<file path="src/rtl/i2c_target.sv">
// I2C register target: 7-bit address, 8-bit auto-incrementing register pointer.
// Bus inputs are synchronized into clk; all protocol logic works on edges seen there.
module i2c_target #(
  parameter logic [6:0] DEV_ADDR    = 7'h1A,
  parameter int         SYNC_STAGES = 2
) (
  input  logic       clk,
  input  logic       rst_n,
  input  logic       scl_in,
  input  logic       sda_in,
  output logic       sda_oe,
  output logic       wr_en,
  output logic [7:0] wr_addr,
  output logic [7:0] wr_data,
  output logic       rd_req,
  output logic [7:0] rd_addr,
  input  logic [7:0] rd_data,
  output logic       busy
);

  typedef enum logic [3:0] {
    IDLE, ADDR, ADDR_ACK, REG, REG_ACK,
    WDATA, WDATA_ACK, RDATA, RDATA_ACK, WAIT
  } state_e;

  logic [SYNC_STAGES-1:0] scl_sync_q, scl_sync_d;
  logic [SYNC_STAGES-1:0] sda_sync_q, sda_sync_d;
  logic scl_h_q, sda_h_q;
  logic scl_s, sda_s;
  logic scl_rise, scl_fall, start, stop;

  state_e      state_q, state_d;
  logic [3:0]  cnt_q, cnt_d;
  logic [7:0]  shift_q, shift_d;
  logic [7:0]  ptr_q, ptr_d;
  logic        rw_q, rw_d;
  logic        sda_oe_q, sda_oe_d;
  logic        wr_en_q, wr_en_d;
  logic [7:0]  wr_addr_q, wr_addr_d;
  logic [7:0]  wr_data_q, wr_data_d;
  logic        rd_req_q, rd_req_d;
  logic [7:0]  rd_addr_q, rd_addr_d;
  logic        busy_q, busy_d;
  logic [7:0]  rx_byte;

  assign scl_sync_d = {scl_sync_q[SYNC_STAGES-2:0], scl_in};
  assign sda_sync_d = {sda_sync_q[SYNC_STAGES-2:0], sda_in};
  assign scl_s = scl_sync_q[SYNC_STAGES-1];
  assign sda_s = sda_sync_q[SYNC_STAGES-1];

  assign scl_rise = scl_s & ~scl_h_q;
  assign scl_fall = ~scl_s & scl_h_q;
  assign start = scl_s & scl_h_q & sda_h_q & ~sda_s;
  assign stop  = scl_s & scl_h_q & ~sda_h_q & sda_s;
  assign rx_byte = {shift_q[6:0], sda_s};

  always_comb begin
    state_d   = state_q;
    cnt_d     = cnt_q;
    shift_d   = shift_q;
    ptr_d     = ptr_q;
    rw_d      = rw_q;
    sda_oe_d  = sda_oe_q;
    wr_en_d   = 1'b0;
    wr_addr_d = wr_addr_q;
    wr_data_d = wr_data_q;
    rd_req_d  = 1'b0;
    rd_addr_d = rd_addr_q;
    busy_d    = busy_q;

    // Read data arrives the cycle after the request.
    if (rd_req_q) shift_d = rd_data;

    if (stop) begin
      state_d  = IDLE;
      cnt_d    = 4'd0;
      sda_oe_d = 1'b0;
      busy_d   = 1'b0;
    end else if (start) begin
      state_d = ADDR;
      cnt_d   = 4'd0;
      busy_d  = 1'b0;
    end else begin
      unique case (state_q)
        ADDR: if (scl_rise) begin
          shift_d = rx_byte;
          cnt_d   = cnt_q + 4'd1;
          if (cnt_q == 4'd7) begin
            if (rx_byte[7:1] == DEV_ADDR) begin
              state_d = ADDR_ACK;
              rw_d    = rx_byte[0];
              busy_d  = 1'b1;
            end else begin
              state_d = WAIT;
            end
          end
        end
        ADDR_ACK, REG_ACK, WDATA_ACK: begin
          if (scl_rise && state_q == ADDR_ACK
              && rw_q && sda_oe_q) begin
            rd_req_d  = 1'b1;
            rd_addr_d = ptr_q;
          end
          // First fall drives ACK, second fall ends the slot.
          if (scl_fall) begin
            if (!sda_oe_q) begin
              sda_oe_d = 1'b1;
            end else begin
              sda_oe_d = 1'b0;
              cnt_d    = 4'd0;
              if (state_q == ADDR_ACK) begin
                if (rw_q) begin
                  state_d  = RDATA;
                  sda_oe_d = ~shift_q[7];
                end else begin
                  state_d = REG;
                end
              end else begin
                state_d = WDATA;
              end
            end
          end
        end
        REG: if (scl_rise) begin
          shift_d = rx_byte;
          cnt_d   = cnt_q + 4'd1;
          if (cnt_q == 4'd7) begin
            ptr_d   = rx_byte;
            state_d = REG_ACK;
          end
        end
        WDATA: if (scl_rise) begin
          shift_d = rx_byte;
          cnt_d   = cnt_q + 4'd1;
          if (cnt_q == 4'd7) begin
            wr_en_d   = 1'b1;
            wr_addr_d = ptr_q;
            wr_data_d = rx_byte;
            ptr_d     = ptr_q + 8'd1;
            state_d   = WDATA_ACK;
          end
        end
        RDATA: begin
          if (scl_rise) begin
            shift_d = {shift_q[6:0], 1'b0};
            cnt_d   = cnt_q + 4'd1;
          end else if (scl_fall) begin
            if (cnt_q == 4'd8) begin
              sda_oe_d = 1'b0;
              cnt_d    = 4'd0;
              state_d  = RDATA_ACK;
            end else begin
              sda_oe_d = ~shift_q[7];
            end
          end
        end
        RDATA_ACK: begin
          if (scl_rise) begin
            if (!sda_s) begin
              ptr_d     = ptr_q + 8'd1;
              rd_req_d  = 1'b1;
              rd_addr_d = ptr_q + 8'd1;
            end else begin
              state_d = WAIT;
            end
          end else if (scl_fall) begin
            state_d  = RDATA;
            cnt_d    = 4'd0;
            sda_oe_d = ~shift_q[7];
          end
        end
        default: ;
      endcase
    end
  end

  always_ff @(posedge clk or negedge rst_n) begin
    if (!rst_n) begin
      scl_sync_q <= '1;
      sda_sync_q <= '1;
      scl_h_q    <= 1'b1;
      sda_h_q    <= 1'b1;
      state_q    <= IDLE;
      cnt_q      <= 4'd0;
      shift_q    <= 8'h00;
      ptr_q      <= 8'h00;
      rw_q       <= 1'b0;
      sda_oe_q   <= 1'b0;
      wr_en_q    <= 1'b0;
      wr_addr_q  <= 8'h00;
      wr_data_q  <= 8'h00;
      rd_req_q   <= 1'b0;
      rd_addr_q  <= 8'h00;
      busy_q     <= 1'b0;
    end else begin
      scl_sync_q <= scl_sync_d;
      sda_sync_q <= sda_sync_d;
      scl_h_q    <= scl_s;
      sda_h_q    <= sda_s;
      state_q    <= state_d;
      cnt_q      <= cnt_d;
      shift_q    <= shift_d;
      ptr_q      <= ptr_d;
      rw_q       <= rw_d;
      sda_oe_q   <= sda_oe_d;
      wr_en_q    <= wr_en_d;
      wr_addr_q  <= wr_addr_d;
      wr_data_q  <= wr_data_d;
      rd_req_q   <= rd_req_d;
      rd_addr_q  <= rd_addr_d;
      busy_q     <= busy_d;
    end
  end

  assign sda_oe  = sda_oe_q;
  assign wr_en   = wr_en_q;
  assign wr_addr = wr_addr_q;
  assign wr_data = wr_data_q;
  assign rd_req  = rd_req_q;
  assign rd_addr = rd_addr_q;
  assign busy    = busy_q;

endmodule

</file>
<file path="config.mk">
export PLATFORM = sky130hd
export DESIGN_NAME = i2c_target
export DESIGN_NICKNAME = d
export VERILOG_FILES = /design/src/rtl/i2c_target.sv
export SDC_FILE = /design/constraint.sdc
export NUM_CORES = 1
export LEC_CHECK = 0
export CORE_MARGIN = 2
export CORE_UTILIZATION = 40
export DETAILED_ROUTE_END_ITERATION = 6
export HOLD_SLACK_MARGIN = 0.05
export PLACE_DENSITY = 0.65
export SLEW_MARGIN = 25
export SYNTH_ARGS = -nofsm -noshare
export SYNTH_HDL_FRONTEND = slang
export SYNTH_SLANG_ARGS = --single-unit
</file>
<file path="constraint.sdc">
create_clock -name clk -period 3.4 [get_ports clk]
set_clock_uncertainty 0.2 [all_clocks]
set_input_delay 0.34 -clock clk [delete_from_list [all_inputs] [get_ports clk]]
set_output_delay 0.34 -clock clk [all_outputs]
set_load 0.005 [all_outputs]
</file>
==> impl_metrics.env, run 1 <==
export IMPL_ys_seq_area_share_pct=43.3
export IMPL_setup_viol=0
export IMPL_netSwitchingPower_w=0.000641
export IMPL_grt_pass1_wl_um=14000
export IMPL_yosys_most_used_dff="dfrtp_1"
export IMPL_clock_sinks=59
export IMPL_p_leak_nw=1.68
export IMPL_synth_top_cells_by_count="dfrtp_1, nor2_1, a21oi_1"
export IMPL_hold_viol=0
export IMPL_crit_arrival_ps=2670
export IMPL_netlist_area_leader_share_pct=38.7
export IMPL_dieArea_um2=9320
export IMPL_via_count=2846
export IMPL_cts_root_buf="clkbuf_8"
export IMPL_core_um2=8260
export IMPL_drv_cap=0
export IMPL_synth_distinct_cells=68
export IMPL_end_kind="register"
export IMPL_min_period_ps=2660
export IMPL_vdd_drop_max_mv=0.252
export IMPL_cts_buffers=9
export IMPL_r2r_start="state_q[2]$_DFFE_PN0P_"
export IMPL_viasPerCell=5.69
export IMPL_seq_power_share_pct=39.9
export IMPL_clk_latency_ps=340
export IMPL_p_per_area_nw_per_um2=487
export IMPL_worstMarginPinSlew_ps=932
export IMPL_drc=0
export IMPL_crit_fanout=25
export IMPL_finalNonFillerCells=500
export IMPL_globalplace_congestion=0.947
export IMPL_synth_area_leaders="dfrtp_1, dfstp_2, nor2_1, a21oi_1, mux2i_1"
export IMPL_rsz0062_at_grt="no"
export IMPL_rows=33
export IMPL_die_width_um=96.6
export IMPL_p_int_w=0.00137
export IMPL_hp_class="register to register"
export IMPL_synth_most_common_cell="dfrtp_1"
export IMPL_p_total_w=0.00201
export IMPL_gr_usage_all_layers_pct=19.8
export IMPL_die_h_um=96.6
export IMPL_antennaDiodeCount=0
export IMPL_fin_setup_tns_ps=0
export IMPL_htree_levels=3
export IMPL_dp_cells=483
export IMPL_p_sw_share_pct=31.8
export IMPL_antenna_found_initial=0
export IMPL_drive_above_1_share_pct=14.4
export IMPL_grt_overflow=0
export IMPL_grt_pass1_vias=2671
export IMPL_slew_violations=0
export IMPL_pwr_share_comb_pct=23.9
export IMPL_place_hpwl_um=5810
export IMPL_outcome="finished, final reports clean"
export IMPL_hp_start="sda_sync_q[0]$_DFF_PN1_"
export IMPL_routed_wl_um=8310
export IMPL_synth_edf_count=0
export IMPL_async_flop_share_pct=100
export IMPL_maxSlewHeadroom_pct=37.6
export IMPL_max_freq_mhz=376
export IMPL_firstDrtPassIters=4
export IMPL_min_period_over_period_pct=78.3
export IMPL_timing_rr_end="cnt_q[1]$_DFFE_PN0P_"
export IMPL_synthCells=351
export IMPL_crit_type="register to register"
export IMPL_port_buffer_count=39
export IMPL_ctsResizeCount=0
export IMPL_yosysWarnings=0
export IMPL_grt_max_degree=48
export IMPL_avgSynthCellArea_um2=9.76
export IMPL_initial_utilization_pct=41.5
export IMPL_ios=40
export IMPL_hold_depth=0
export IMPL_area_growth_synth_to_final_pct=20.4
export IMPL_r2r_slack_ps=740
export IMPL_synth_fp_nets=369
export IMPL_final_area_um2=4130
export IMPL_fin_nets=408
export IMPL_cts_buffer_depth=2
export IMPL_place_area_um2=3900
export IMPL_whs_endpoint="sda_sync_q[1]$_DFF_PN1_"
export IMPL_synth_seq_cells=59
export IMPL_yosys_area_top_type="dfrtp_1"
export IMPL_worstPathRequired_ps=3410
export IMPL_drt_iter0_drc=320
export IMPL_start_kind="register"
export IMPL_synth_area_um2=3430
export IMPL_pwr_share_clk_pct=36.2
export IMPL_cts_tree="yes"
export IMPL_wl_per_cell_um=16.6
export IMPL_ant_nets=0
export IMPL_cts_reportedPaths_clkPinSlew_ps=70
export IMPL_r2r_cells=5
through the flow:
step	worst slack, ps	utilization [%]	hold slack [ps]
2_1_floorplan	1200	-	-156
4_1_cts	796	50.0	156
6_report	738	50.0	156
3_5_place_dp	827	47.2	148
3_3_place_gp	798	47.2	146
5_1_grt	595	50.0	162
routing by layer:
| layer | GRT usage (%) | part of all wire (%) | vias to the layer above |
|---|---|---|---|
| met3 | 3.80 | 4.1 | 14 |
| met4 | 6.92 | 2.0 | 0 |
| met1 | 28.6 | 49 | 1379 |
| met2 | 29.6 | 45 | 78 |
| met5 | 0 | 0 | - |
| li1 | - | - | 1375 |
worst max path at each step:
stage / from / endpoint / slack (ps) / cells after the start
finish: state_q[2]$_DFFE_PN0P_ / cnt_q[1]$_DFFE_PN0P_ / 740 / 5
global route: state_q[2]$_DFFE_PN0P_ / cnt_q[1]$_DFFE_PN0P_ / 600 / 5
CTS: state_q[2]$_DFFE_PN0P_ / cnt_q[1]$_DFFE_PN0P_ / 800 / 5
detailed placement: state_q[2]$_DFFE_PN0P_ / state_q[1]$_DFFE_PN0P_ / 830 / 5
global placement: state_q[2]$_DFFE_PN0P_ / cnt_q[3]$_DFFE_PN0P_ / 800 / 5
floorplan: scl_sync_q[1]$_DFF_PN1_ / rw_q$_DFFE_PN0P_ / 1200 / 7
critical path, cell delays in order, from the launching register on:
cell       delay (ps)
dfrtp_1           840
nor2_1            220
a2111oi_0         770
a221oi_1          230
nand4_1           190
a21oi_1            70
state kept, by name, summed over array words and instances (netlist names):
name and cells:
busy 1, wr_data 8, scl_sync_q 2, sda_oe 1
scl_h_q 1, sda_sync_q 2, rd_req 1, ptr_q 8
rw_q 1, state_q 4, shift_q 8, wr_addr 8
wr_en 1, cnt_q 4, rd_addr 8, sda_h_q 1
kinds of logic (layout without fill, tap and decap cells):
family	after synthesis	in the layout	share of synthesized area [%]
flops	59	59	43.3
xor+xnor	7	7	1.79
mux	28	28	8.80
fa+ha+maj	6	6	2.19
simple gates	119	119	18.8
compound gates	99	99	20.5
buf+inv	33	77	4.67
cells in the final DEF (no fill, tap or decap), types with 8 or more instances in the layout:
| cell | netlist | layout |
|---|---|---|
| dfrtp_1 | 53 | 53 |
| o21ai_0 | 13 | 13 |
| nor2_1 | 36 | 36 |
| nand3_1 | 10 | 10 |
| nand2_1 | 19 | 19 |
| inv_1 | 12 | 12 |
| buf_4 | 4 | 10 |
| mux2_2 | 9 | 9 |
| mux2_1 | 8 | 8 |
| a21oi_1 | 25 | 25 |
| clkdlybuf4s50_1 | 0 | 38 |
| clkbuf_8 | 0 | 10 |
| mux2i_1 | 11 | 11 |
power groups by stage:
stage                     clock network, W  logic, W  registers, W
after floorplan                          0  0.000388      0.000772
after global placement                   0  0.000477      0.000813
after detailed placement                 0  0.000472      0.000814
after CTS                         0.000744  0.000475      0.000801
after global routing              0.000776  0.000528      0.000809
final                             0.000728  0.000481      0.000802
what timing repair did:
action,4_1_cts,5_1_grt
hold endpoints to repair,43,0
setup buffers,0,0
hold buffers,1,0
cell type report:
cell class / instances / area [µm²]
fill: 794 / 4130
clock inverter: 4 / 73.8
clock buffer: 12 / 145
inverter: 12 / 45.0
timing repair buffer: 49 / 465
multi-input combinational: 259 / 1780
sequential: 59 / 1480
tap: 105 / 131
Power figures use the tool's default switching activity.
==> run 2, diff against run 1 <==
--- a/config.mk
+++ b/config.mk
@@ -9,7 +9,7 @@
 export CORE_UTILIZATION = 40
 export DETAILED_ROUTE_END_ITERATION = 6
 export HOLD_SLACK_MARGIN = 0.05
-export PLACE_DENSITY = 0.65
+export PLACE_DENSITY = 0.68
 export SLEW_MARGIN = 25
 export SYNTH_ARGS = -nofsm -noshare
 export SYNTH_HDL_FRONTEND = slang
==> constraint.sdc (replaced) <==
create_clock -name clk -period 2.28 [get_ports clk]
set_clock_uncertainty 0.2 [all_clocks]
set_input_delay 0.228 -clock clk [delete_from_list [all_inputs] [get_ports clk]]
set_output_delay 0.228 -clock clk [all_outputs]
set_load 0.005 [all_outputs]
==> run 2 against run 1 <==
Net effect: non-clock buffer count grew 25; worst setup slack lost 660 ps; cell count increased by 5.0%; register-to-register slack got worse by 660 ps; count of clock-buffer cells in the layout stayed put; via count grew 4.9%; critical path type unchanged; critical endpoint is now cnt_q[2]$_DFFE_PN0P_.
==> impl_metrics.env, run 2 (synthesis gave the netlist of run 1 again) <==
export IMPL_outcome="finished, final reports clean"
export IMPL_r2r_slack_ps=80
export IMPL_crit_start="scl_sync_q[1]$_DFF_PN1_"
export IMPL_cts_reportedPaths_clkPinSlew_ps=60
export IMPL_p_int_w=0.00203
export IMPL_fin_nets=433
export IMPL_vdd_drop_max_mv=0.427
export IMPL_grt_pass1_wl_um=14300
export IMPL_die_width_um=96.6
export IMPL_die_h_um=96.6
export IMPL_maxSlewHeadroom_pct=66.1
export IMPL_cts_tree="yes"
export IMPL_routed_wl_um=8700
export IMPL_worstPathRequired_ps=2300
export IMPL_worstMarginPinSlew_ps=502
export IMPL_drt_met1_wl_um=4070
export IMPL_hold_viol=0
export IMPL_r2r_cells=6
export IMPL_antenna_found_initial=0
export IMPL_seq_power_share_pct=37.4
export IMPL_globalplace_congestion=0.931
export IMPL_place_hpwl_um=6370
export IMPL_min_period_ps=2200
export IMPL_drive_above_1_share_pct=22.4
export IMPL_clock_sinks=59
export IMPL_hold_ws_ps=90.7
export IMPL_antennaDiodeCount=0
export IMPL_rsz0062_at_grt="yes"
export IMPL_p_per_area_nw_per_um2=694
export IMPL_min_period_over_period_pct=96.4
export IMPL_setup_viol=0
export IMPL_grt_pass1_vias=2848
export IMPL_timing_rr_end="cnt_q[2]$_DFFE_PN0P_"
export IMPL_top_layer="met4"
export IMPL_port_buffer_count=39
export IMPL_r2r_start="scl_sync_q[1]$_DFF_PN1_"
export IMPL_layout_common_cells="dfrtp_1, clkdlybuf4s50_1, nor2_1, buf_4, a21oi_1"
export IMPL_rows=33
export IMPL_end_kind="register"
export IMPL_wl_per_cell_um=16.6
export IMPL_viasPerCell=5.69
export IMPL_p_leak_nw=1.80
export IMPL_wl_met3_um=412
export IMPL_cts_root_buf="clkbuf_8"
export IMPL_netSwitchingPower_w=0.00101
export IMPL_drc=0
export IMPL_drv_cap=0
export IMPL_crit_fanout=6
export IMPL_htree_levels=3
export IMPL_fin_setup_tns_ps=0
export IMPL_max_freq_mhz=455
export IMPL_pwr_share_comb_pct=30.8
export IMPL_final_common_cell="dfrtp_1"
export IMPL_firstDrtPassIters=5
export IMPL_cts_buffers=9
export IMPL_grt_max_degree=27
export IMPL_dieArea_um2=9320
export IMPL_slew_violations=0
export IMPL_crit_type="register to register"
export IMPL_grt_overflow=0
export IMPL_area_growth_synth_to_final_pct=27.8
export IMPL_drt_iter0_drc=300
export IMPL_ant_nets=0
export IMPL_core_um2=8260
export IMPL_gr_usage_all_layers_pct=20.3
export IMPL_pwr_share_clk_pct=31.8
export IMPL_crit_arrival_ps=2220
export IMPL_p_sw_share_pct=33.3
export IMPL_via_count=2986
export IMPL_initial_utilization_pct=41.5
export IMPL_ios=40
export IMPL_start_kind="register"
export IMPL_cts_buffer_depth=2
export IMPL_dr_wl_met2_um=4080
export IMPL_hp_class="input pin to register"
export IMPL_cp_endpoint="cnt_q[2]$_DFFE_PN0P_"
export IMPL_clk_latency_ps=350
[run 2: cell types whose count changed in the layout (fill, tap and decap cells not counted), sizes merged]
cell,delta
clkinvlp,+2
buf,+25
clkinv,-1
bufinv,-1
[run 2: worst max-delay path, stage by stage, from the launching register on]
cell	delay (ps)
dfstp_2	550
ha_2	230
inv_1	110
a41o_1	290
a221o_1	390
o31ai_2	220
a21oi_1	90
[run 2: area by class of cell]
cell class              count  area [µm²]
multi-input cells         259        1850
well taps                 105         131
flip-flops and latches     59        1480
fillers                   753        3880
clock inverters             4        50.0
inverters                  12        45.0
clock buffers              12         145
repair buffers             74         676
[run 2: how the worst min path moves through the flow]
stage / startpoint / slack [ps] / to / depth (start not counted)
2_1_floorplan: rst_n / -270 / busy$_DFFE_PN0P_ / 0
3_3_place_gp: rst_n / -50 / wr_data[7]$_DFFE_PN0P_ / 1
3_5_place_dp: rst_n / -30 / wr_data[7]$_DFFE_PN0P_ / 1
4_1_cts: sda_in / 80 / sda_sync_q[0]$_DFF_PN1_ / 1
5_1_grt: scl_in / 100 / scl_sync_q[0]$_DFF_PN1_ / 1
6_report: sda_in / 90 / sda_sync_q[0]$_DFF_PN1_ / 1
[run 2: power groups by stage]
stage	clock network (W)	registers, W	logic [W]
6_report	0.000968	0.00114	0.000937
5_1_grt	0.00102	0.00114	0.00102
4_1_cts	0.000976	0.00114	0.000877
3_5_place_dp	0	0.00116	0.000867
3_3_place_gp	0	0.00115	0.000864
2_1_floorplan	0	0.00115	0.000579
[run 2: per-layer routing]
metal  vias up  GRT usage [%]
li1       1421              -
met1      1463           29.4
met2        88           30.6
met3        14           2.95
met4         0           7.75
met5         -              0
[run 2: repair_timing]
item,in CTS,in global routing
buffers inserted,0,1
hold buffers,1,0
endpoints found under the hold margin,42,0
resized for setup,1,14
endpoints found under the setup margin,4,21
pin swaps,0,2
[run 2: per-stage QoR]
stage / power, W / area (µm²) / util [%] / setup slack (ps) / instances
6_report: 0.00304 / 4380 / 53.0 / 81.7 / 525
2_1_floorplan: 0.00173 / 3430 / - / 75.6 / 351
3_5_place_dp: 0.00202 / 4100 / 49.7 / -28.4 / 507
3_3_place_gp: 0.00202 / 4100 / 49.7 / 27.6 / 507
4_1_cts: 0.00299 / 4310 / 52.2 / 5.21 / 524
5_1_grt: 0.00318 / 4380 / 53.0 / -55.6 / 525
==> run 3, diff against run 2 <==
--- a/config.mk
+++ b/config.mk
@@ -9,7 +9,7 @@
 export CORE_UTILIZATION = 40
 export DETAILED_ROUTE_END_ITERATION = 6
 export HOLD_SLACK_MARGIN = 0.05
-export PLACE_DENSITY = 0.68
+export PLACE_DENSITY_LB_ADDON = 0.05
 export SLEW_MARGIN = 25
 export SYNTH_ARGS = -nofsm -noshare
 export SYNTH_HDL_FRONTEND = slang
==> constraint.sdc (replaced) <==
create_clock -name clk -period 2.4 [get_ports clk]
set_clock_uncertainty 0.2 [all_clocks]
set_input_delay 0.24 -clock clk [delete_from_list [all_inputs] [get_ports clk]]
set_output_delay 0.24 -clock clk [all_outputs]
set_load 0.005 [all_outputs]
==> run 3 against run 2 <==
Net effect: global-route usage increased by 0.51 points; final area fell by 2.3%; first-iteration DRC count down 43%; combinational power fell by 14%.
==> impl_metrics.env, run 3 (synthesis gave the netlist of run 1 again) <==
export IMPL_drt_iter0_drc=172
export IMPL_hold_viol=0
export IMPL_die_h_um=96.6
export IMPL_drive_above_1_share_pct=19.5
export IMPL_place_hpwl_um=6550
export IMPL_p_per_area_nw_per_um2=629
export IMPL_ant_nets=0
export IMPL_max_freq_mhz=434
export IMPL_p_leak_nw=1.77
export IMPL_htree_levels=3
export IMPL_outcome="finished, final reports clean"
export IMPL_crit_arrival_ps=2320
export IMPL_grt_pass1_wl_um=14500
export IMPL_initial_utilization_pct=41.5
export IMPL_routed_wl_um=8910
export IMPL_cts_reportedPaths_clkPinSlew_ps=60
export IMPL_r2r_cells=5
export IMPL_cpPeakStageDelay_ps=690
export IMPL_clock_sinks=59
export IMPL_antenna_found_initial=0
export IMPL_layout_common_cells="dfrtp_1, clkdlybuf4s50_1, nor2_1, buf_4, a21oi_1"
export IMPL_setup_viol=0
export IMPL_worstPathRequired_ps=2410
export IMPL_globalplace_congestion=0.958
export IMPL_grt_max_degree=41
export IMPL_cp_slowest_cell="or4b_1"
export IMPL_p_total_w=0.00269
export IMPL_min_period_ps=2310
export IMPL_cts_root_buf="clkbuf_8"
export IMPL_core_um2=8260
export IMPL_rsz0062_at_grt="no"
export IMPL_die_width_um=96.6
export IMPL_crit_type="register to register"
export IMPL_fin_nets=429
export IMPL_end_kind="register"
export IMPL_fin_setup_tns_ps=0
export IMPL_antennaDiodeCount=0
export IMPL_gr_usage_all_layers_pct=20.8
export IMPL_cts_tree="yes"
export IMPL_cts_buffer_depth=2
export IMPL_rows=33
export IMPL_hp_class="input pin to register"
export IMPL_slew_violations=0
export IMPL_port_buffer_count=39
export IMPL_via_count=2878
export IMPL_dieArea_um2=9320
export IMPL_viasPerCell=5.53
export IMPL_final_common_cell="dfrtp_1"
export IMPL_ios=40
export IMPL_start_kind="register"
export IMPL_grt_overflow=0
export IMPL_wl_per_cell_um=17.1
export IMPL_min_period_over_period_pct=96.1
export IMPL_hold_depth=1
export IMPL_maxSlewHeadroom_pct=59.9
export IMPL_crit_chain="or4b_1 > o21ai_4 > a211oi_2 > nor3_4 > mux2_1"
export IMPL_postCtsSetupRepairBufs=0
export IMPL_cts_buffers=9
export IMPL_grt_pass1_vias=2793
export IMPL_clk_latency_ps=340
export IMPL_drc=0
export IMPL_area_growth_synth_to_final_pct=24.8
export IMPL_firstDrtPassIters=5
export IMPL_crit_fanout=6
export IMPL_drv_cap=0
export IMPL_worstMarginPinSlew_ps=599
export IMPL_vdd_drop_max_mv=0.311
[run 3: cell types whose count changed in the layout (fill, tap and decap cells not counted), sizes merged]
cell | before | now
clkbuf | 12 | 10
buf | 35 | 31
clkinv | 1 | 3
bufinv | 1 | 0
[run 3: power breakdown]
group	internal [W]	switching, W
combinational	0.000344	0.000462
clock	0.000391	0.000397
sequential	0.00104	0.0000574
total	0.00178	0.000917
[run 3: through the flow]
stage	area (µm²)	cells	util, %	hold slack (ps)	setup WS (ps)
floorplan	3430	351	-	-256	196
global placement	4090	504	49.5	45.9	162
detailed placement	4090	504	49.5	45.0	112
CTS	4270	520	51.7	101	88.2
global route	4280	520	51.8	106	0.756
finish	4280	520	51.8	114	93.5
[run 3: path summary, 6_finish.rpt]
path	from	endpoint	slack, ps
max	state_q[0]$_DFFE_PN0P_	state_q[1]$_DFFE_PN0P_	90
min	scl_in	scl_sync_q[0]$_DFF_PN1_	110
max reg2reg	state_q[0]$_DFFE_PN0P_	state_q[1]$_DFFE_PN0P_	90
min reg2reg	scl_sync_q[0]$_DFF_PN1_	scl_sync_q[1]$_DFF_PN1_	160
max in group asynchronous	rst_n	scl_h_q$_DFF_PN1_	1130
min in group asynchronous	rst_n	rd_addr[4]$_DFFE_PN0P_	210
[run 3: repair_timing]
item	CTS	global route
gates resized for setup	0	2
hold endpoints to repair	19	0
setup endpoints to repair	0	4
hold buffers	1	0
[run 3: worst max-delay path, delay by kind of cell, from the launching register on]
| kind | cells | cell delay, ps |
|---|---|---|
| muxes | 1 | 360 |
| and+or+nand+nor | 2 | 930 |
| AOI/OAI and AO/OA | 2 | 210 |
| DFF | 1 | 480 |
[run 3: area by class of cell]
class | instances | area (µm²)
fill | 803 | 3980
multi-input combinational | 259 | 1790
sequential | 59 | 1480
timing repair buffer | 70 | 658
clock buffer | 10 | 138
tap | 105 | 131
inverter | 12 | 45.0
clock inverter | 5 | 30.0
[run 3: routing by layer]
layer	routed length (µm)	part of all wire [%]	vias up	global-route usage, %
li1	-	-	1411	-
met1	4400	49	1379	29.8
met2	4010	45	79	31.8
met3	387	4.3	9	3.80
met4	115	1.3	0	6.81
met5	0	0	-	0
